File: src/rtl/cc_window_sequencer.sv
// Character-window sequencer: loads a string into N ring slots, offers one start
// thread per character in load order, and retires slots once no thread uses them.
module cc_window_sequencer #(
    parameter int PC_WIDTH        = 8,
    parameter int CHARACTER_WIDTH = 8,
    parameter int CC_ID_BITS      = 2,
    parameter int START_PC        = 0
) (
    input  logic                                        clk,
    input  logic                                        rst,
    input  logic                                        start,
    input  logic [CHARACTER_WIDTH-1:0]                  in_char,
    input  logic                                        in_valid,
    input  logic                                        in_last,
    output logic                                        in_ready,
    input  logic [(2**CC_ID_BITS)-1:0]                  elaborating_chars,
    output logic [(2**CC_ID_BITS)*CHARACTER_WIDTH-1:0]  cur_window,
    output logic [(2**CC_ID_BITS)-1:0]                  cur_window_enable,
    output logic [(2**CC_ID_BITS)-1:0]                  cur_window_end_of_s,
    output logic                                        new_char,
    output logic                                        inj_valid,
    output logic [PC_WIDTH+CC_ID_BITS-1:0]              inj_data,
    input  logic                                        inj_ready,
    output logic                                        busy,
    output logic                                        done
);
    localparam int N  = 2**CC_ID_BITS;
    localparam int CW = CHARACTER_WIDTH;

    typedef enum logic [1:0] {S_IDLE, S_RUN, S_DONE} fsm_t;
    typedef enum logic [1:0] {SL_EMPTY, SL_LOADED, SL_INJECTED, SL_ACTIVE} slot_t;

    fsm_t                  state_q, state_d;
    slot_t                 slot_q [N];
    slot_t                 slot_d [N];
    logic [CW-1:0]         data_q [N];
    logic [CW-1:0]         data_d [N];
    logic [N-1:0]          eos_q, eos_d;
    logic [CC_ID_BITS-1:0] tail_q, tail_d, inj_q, inj_d, head_q, head_d;
    logic                  eos_loaded_q, eos_loaded_d;
    logic                  new_char_q, new_char_d;
    logic                  accept, inj_fire, retire;

    // Handshake outputs depend only on registered state.
    assign in_ready  = (state_q == S_RUN) && (slot_q[tail_q] == SL_EMPTY) && !eos_loaded_q;
    assign inj_valid = (slot_q[inj_q] == SL_LOADED);
    assign inj_data  = {inj_q, PC_WIDTH'(START_PC)};
    assign accept    = in_valid && in_ready;
    assign inj_fire  = inj_valid && inj_ready;
    assign retire    = (state_q == S_RUN) && (slot_q[head_q] == SL_ACTIVE)
                       && !elaborating_chars[head_q];
    assign busy      = (state_q == S_RUN);
    assign done      = (state_q == S_DONE);
    assign new_char  = new_char_q;

    always_comb begin
        cur_window          = '0;
        cur_window_enable   = '0;
        cur_window_end_of_s = '0;
        for (int i = 0; i < N; i++) begin
            cur_window[i*CW +: CW] = data_q[i];
            cur_window_enable[i]   = (slot_q[i] != SL_EMPTY);
            cur_window_end_of_s[i] = (slot_q[i] != SL_EMPTY) && eos_q[i];
        end
    end

    always_comb begin
        state_d      = state_q;
        slot_d       = slot_q;
        data_d       = data_q;
        eos_d        = eos_q;
        tail_d       = tail_q;
        inj_d        = inj_q;
        head_d       = head_q;
        eos_loaded_d = eos_loaded_q;
        new_char_d   = accept;
        case (state_q)
            S_IDLE, S_DONE: begin
                if (start) begin
                    state_d = S_RUN;
                    for (int i = 0; i < N; i++) slot_d[i] = SL_EMPTY;
                    eos_d        = '0;
                    tail_d       = '0;
                    inj_d        = '0;
                    head_d       = '0;
                    eos_loaded_d = 1'b0;
                end
            end
            S_RUN: begin
                // One-cycle INJECTED hold lets elaborating_chars catch up with the new thread.
                for (int i = 0; i < N; i++) begin
                    if (slot_q[i] == SL_INJECTED) slot_d[i] = SL_ACTIVE;
                end
                if (accept) begin
                    data_d[tail_q] = in_char;
                    eos_d[tail_q]  = in_last;
                    slot_d[tail_q] = SL_LOADED;
                    tail_d         = tail_q + CC_ID_BITS'(1);
                    if (in_last) eos_loaded_d = 1'b1;
                end
                if (inj_fire) begin
                    slot_d[inj_q] = SL_INJECTED;
                    inj_d         = inj_q + CC_ID_BITS'(1);
                end
                if (retire) begin
                    slot_d[head_q] = SL_EMPTY;
                    eos_d[head_q]  = 1'b0;
                    head_d         = head_q + CC_ID_BITS'(1);
                    if (eos_q[head_q]) state_d = S_DONE;
                end
            end
            default: state_d = S_IDLE;
        endcase
    end

    always_ff @(posedge clk) begin
        if (!rst) begin
            state_q      <= S_IDLE;
            for (int i = 0; i < N; i++) begin
                slot_q[i] <= SL_EMPTY;
                data_q[i] <= '0;
            end
            eos_q        <= '0;
            tail_q       <= '0;
            inj_q        <= '0;
            head_q       <= '0;
            eos_loaded_q <= 1'b0;
            new_char_q   <= 1'b0;
        end else begin
            state_q      <= state_d;
            slot_q       <= slot_d;
            data_q       <= data_d;
            eos_q        <= eos_d;
            tail_q       <= tail_d;
            inj_q        <= inj_d;
            head_q       <= head_d;
            eos_loaded_q <= eos_loaded_d;
            new_char_q   <= new_char_d;
        end
    end
endmodule

File: config.mk
export PLATFORM = sky130hd
export DESIGN_NAME = cc_window_sequencer
export DESIGN_NICKNAME = d
export VERILOG_FILES = /design/src/rtl/cc_window_sequencer.sv
export SDC_FILE = /design/constraint.sdc
export NUM_CORES = 1
export LEC_CHECK = 0
export CELL_PAD_IN_SITES_DETAIL_PLACEMENT = 1
export CELL_PAD_IN_SITES_GLOBAL_PLACEMENT = 1
export CORE_MARGIN = 5
export CORE_UTILIZATION = 41
export CTS_BUF_LIST = sky130_fd_sc_hd__clkbuf_4
export CTS_CLUSTER_DIAMETER = 60
export CTS_CLUSTER_SIZE = 24
export DETAILED_ROUTE_END_ITERATION = 8
export PLACE_DENSITY_LB_ADDON = 0.05
export REMOVE_ABC_BUFFERS = 1
export SLEW_MARGIN = 25
export SYNTH_ARGS = -nofsm -noshare
export SYNTH_HDL_FRONTEND = slang
export SYNTH_SLANG_ARGS = --single-unit
export TNS_END_PERCENT = 20
File: constraint.sdc
create_clock -name clk -period 5.15 [get_ports clk]
set_input_delay 0.7725 -clock clk [delete_from_list [all_inputs] [get_ports clk]]
set_output_delay 0.7725 -clock clk [all_outputs]
set_load 0.01 [all_outputs]
# After elaboration in Yosys (flattened, before gate mapping)
# Index checks and enable logic that the tools add are counted.
# word_totals
regBits	54
input_bits	18
output_inout_bits	55
# op_classes
n_addsub	3
magnitude_cmp	10
n_eq_ne	14
mux	62
n_bitwise	13
reduce_logical	32
# ops
operator	count
2-to-1 mux 8 bit	7
2-to-1 mux 2 bit	24
bitwise mux 32 bit	1
demux 8 bit (select 2 bit)	1
2-to-1 mux 4 bit	4
one-hot mux 2 bit (2 select lines)	4
one-hot mux 8 bit (2 select lines)	1
logical AND 1 bit	15
AND 4 bit	3
binary-select mux 2 bit (select 2 bit)	3
demux 2 bit (select 2 bit)	3
equality test 2 bit, second input constant	6
inverter 4 bit	3
AND reduction 3 bit	4
nonzero test 2 bit	5
>= comparator 3 bit, second input constant	3
less-than comparator 3 x 1 -> 1 bit, second input constant	3
inverter 2 -> 3 bit	3
AND 8 bit	1
!= test 2 x 1 -> 1 bit, second input constant	4
inverter 8 bit	1
OR 4 bit	2
one-hot mux 4 bit (2 select lines)	1
2-to-1 mux 1 bit	7
14 further kinds	25

# Longest topological paths before layout
# logic_depth
depth_word	16
ltp_mapped	7
mapped_depth_nobuf	6

# Least setup slack after synthesis
# OpenSTA, ideal clock, no wires.
# synth_path
kind	input to register
from	in elaborating_chars[1]
to	reg eos_q[1]
setup_time_ns	0.117
arrival_ns	1.827
required_ns	5.033
slack_ns	3.206
cell_stages	5
cell_sequence	nand4b_1 a21oi_1 a221o_1 o21ai_1 a32o_1
# synth_between
elab_chain_len	6
# synth_rtl
item	line_no	text
start, declared	16	input logic [(2**CC_ID_BITS)-1:0] elaborating_chars,
binary-select mux 1 bit (select 2 bit)	51	&& !elaborating_chars[head_q];
2-to-1 mux 1 bit (not written as such)	51	
zero test 1 bit	51	
logical AND 1 bit	51	
2-to-1 mux 4 bit	105	if (retire) begin
one-hot mux 4 bit (2 select lines)	77	case (state_q)
end signal, assigned	133	eos_q <= eos_d;
end, declared	38	logic [N-1:0] eos_q, eos_d;
# Every way passes these cells. The select of a mux whose other input is x is not followed.
# A chain may end at the register's enable or synchronous reset.

# Final worst setup path
# layout_path
from	reg state_q[1]
to	out in_ready
# layout_between
elab_chain_len	3
# layout_rtl
item	line_no	text
start, declared	33	fsm_t state_q, state_d;
start signal, assigned	130	state_q <= state_d;
equality test 2 x 1 -> 1 bit	45	assign in_ready = (state_q == S_RUN) && (slot_q[tail_q] == SL_EMPTY) && !eos_loaded_q;
logical AND 1 bit (2 in series)	45	
end, declared	15	output logic in_ready,
# Every way passes these cells.

==> results.yml <==
logic_synthesis:
  yosys_warnings: 0
  syn_avg_cell_area_um2: 10.2
  ys_seq_elements: 54
  synth.largest_area_cell: "dfxtp_1"
  synth_top_area_share_pct: 39.1
  synthArstFlopShare_pct: 0
  synth_ff_type: "dfxtp_1"
  synthCells: 271
  yosys-top-cells-area: "dfxtp_1 39%, mux2i_1 12%, nor2b_1 8.6%"
  ys_types: 42
  syn_area_um2: 2760
  synth_edf_count: 0
  ys_seq_area_share_pct: 39.1
power:
  switchingPower_uw: 191
  power_density_nw_per_um2: 218
  switching_share_pct: 25.0
  intPower_uw: 573
  peakVddDrop_mv: 0.145
  p_leak_uw: 0.00122
  combPwrFrac_pct: 11.7
  p_total_uw: 764
  pwr-share-clk_pct: 32.2
  pwr-share-seq_pct: 56.1
critical_path:
  crit_type: "reg2out"
  r2r_start: "state_q[1]"
  setup.worst_path.start_class: "flop"
  slowest_delay_ns: 0.58
  critPathTopFamily: "buffers and inverters"
  rrSetupSlack_ns: 2.73
  critPathRequiredTime_ns: 4.38
  worst-path-buf-inv: 2
  r2r_cells: 6
  slowest_stage: "clkdlybuf4s50_1"
  worst_ep_arrival_time_ns: 2.39
  crit_path_end_kind: "output port"
  crit_path_cell_trace: "nand2b_1 > inv_1 > o311ai_4 > nor3_1 > clkdlybuf4s50_1"
  regToRegEndpoint: "eos_q[1]"
  cp_max_fo: 11
min_path:
  hp-class: "reg2reg"
  holdPathStages: 1
  hold_path_end: "slot_q[5]"
  min_from: "slot_q[5]"
floorplanning:
  die_w_um: 92.1
  start_util_pct: 41.3
  rows: 30
  ioPinCount: 73
  core_region_area_um2: 6680
  die_h_um: 92.1
  dieArea_um2: 8480
clocking:
  post_cts_buffers: 0
  cts-resized-gates: 0
  clock-sinks: 54
  clk_pin_slew_worst_paths_ns: 0.16
  cts_hold_buf: 0
  numCtsBuffers: 5
  htree_levels: 2
  cts-root-buf: "clkbuf_4"
  clk_latency_ns: 0.38
  tritoncts: "done"
  cts_max_path_buffers: 2
global_route:
  grt_pass1_vias: 2213
  grt_first_pass_wirelength_mm: 11.6
  overflow: 0
  antenna_found_initial: 0
  grt_max_degree: 33
  grt_use_total_pct: 17.5
outcome:
  status: "completed"
timing:
  finalSetupViolations: 0
  period_share_pct: 61.4
  max_slew.worst_pin.slew_ns: 0.744
  finalHoldViolCount: 0
  setup_tns_ns: 0
  clock-skew-final_ns: 0.00864
  fin_crit_ns: 3.16
  rsz0062_at_grt: "no"
  slew_violations: 0
  fmax_mhz: 316
  slew_headroom_pct: 50.2
drt:
  vias: 2182
  wl_per_cell_um: 17.4
  drt-total-wl_mm: 7.13
  ant_nets: 0
  vias_per_cell: 5.32
  drt_first_pass_iters: 4
  drtIter0Drc: 58
  drc: 0
cells_and_area:
  ff_latch_area_um2: 1080
  nets: 359
  multi_input_area_um2: 1550
  fill_cells: 765
  drive_gt1_share_pct: 6.36
  insertedDiodeCount: 0
  area_growth_pct: 26.8
job:
  maxCapViolCount: 0
place:
  hpwl_mm: 5.37
  place.gp.congestion: 0.781
  portBuffers: 64
[state kept, by name (all words and copies together) (netlist names)]
signal / count
cur_window: 32
slot_q: 8
eos_q: 4
head_q: 2
inj_q: 2
state_q: 2
tail_q: 2
eos_loaded_q: 1
new_char: 1
[layout make-up]
class                      count  share of cell area (%)
clock inverter                 2                    1.07
multi-input combinational    193                    44.4
tap                           80                    2.86
timing repair buffer          65                    18.5
sequential                    54                    30.9
inverter                      10                    1.07
clock buffer                   6                    1.29
[cell usage after synthesis (all sizes together), types with 4 or more instances]
library cell / instances
nor2: 5
mux2i: 34
nor3: 7
dfxtp: 54
a22o: 4
nor2b: 38
a221oi: 4
and2: 12
a221o: 4
buf: 14
nand3: 4
ha: 12
o21a: 7
nand3b: 4
inv: 10
nand2: 12
o2bb2ai: 4
o21ai: 6
a21oi: 4
clkbuf: 7
a32o: 4
[how the worst max path moves through the flow]
| stage | cells after the start | from | end | slack [ns] |
|---|---|---|---|---|
| after detailed placement | 5 | in_valid | eos_q[3] | 2.20 |
| after floorplan | 6 | state_q[1] | eos_q[0] | 3.03 |
| after global routing | 5 | state_q[1] | in_ready | 1.78 |
| after CTS | 5 | state_q[1] | in_ready | 1.91 |
| after global placement | 5 | in_valid | eos_q[1] | 2.28 |
| final | 5 | state_q[1] | in_ready | 1.99 |
[power by group through the flow]
stage	Clock (uW)	Combinational (uW)	Sequential, uW
detailed placement	0	90.2	438
floorplan	0	42.6	438
global placement	0	86.7	438
finish	246	89.8	429
global route	275	97.9	430
CTS	258	90.5	429
[cell usage in the layout, fill, tap and decap left out, types with 4 or more instances in the layout]
cell type and n:
o2bb2ai_1 4, nand2_1 12, inv_1 10, a221o_1 4, nand3_1 4, a221oi_1 4
a32o_1 4, o21ai_1 4, a21oi_1 4, nor2b_1 38, nor2_1 5, nor3_4 4
ha_1 12, a22o_1 4, dfxtp_1 54, clkdlybuf4s50_1 64, conb_1 8, nand3b_1 4
mux2i_1 34, and2_1 11, clkbuf_4 6, o21a_1 7
[metal layers]
layer  up-vias  global-route usage, %  wire [um]
met1      1063                   22.8       3270
met3         7                   4.18        419
met4         0                   5.57         89
met5         -                      0          0
li1       1056                      -          -
met2        56                   28.5       3340
[cell families (layout without fill, tap and decap cells)]
logic type / after synthesis / count (layout) / share of synthesized area (%)
other cells: 1 / 8 / 0.136
compound gates: 45 / 45 / 13.8
flops: 54 / 54 / 39.1
simple gates: 92 / 92 / 21.1
fa+ha+maj: 12 / 12 / 5.43
mux: 36 / 36 / 13.9
buf+inv: 31 / 83 / 6.48
[per-stage QoR]
stage	instance area [um^2]	utilization [%]	cells	setup WS (ns)	hold slack, ns
after floorplan	2650	-	257	3.03	0.450
after global placement	3400	50.8	402	2.28	0.486
after detailed placement	3410	51.0	402	2.20	0.496
after CTS	3490	52.2	410	1.91	0.521
after global routing	3500	52.4	410	1.78	0.544
final	3500	52.4	410	1.99	0.520
Power figures use the tool's default switching activity.
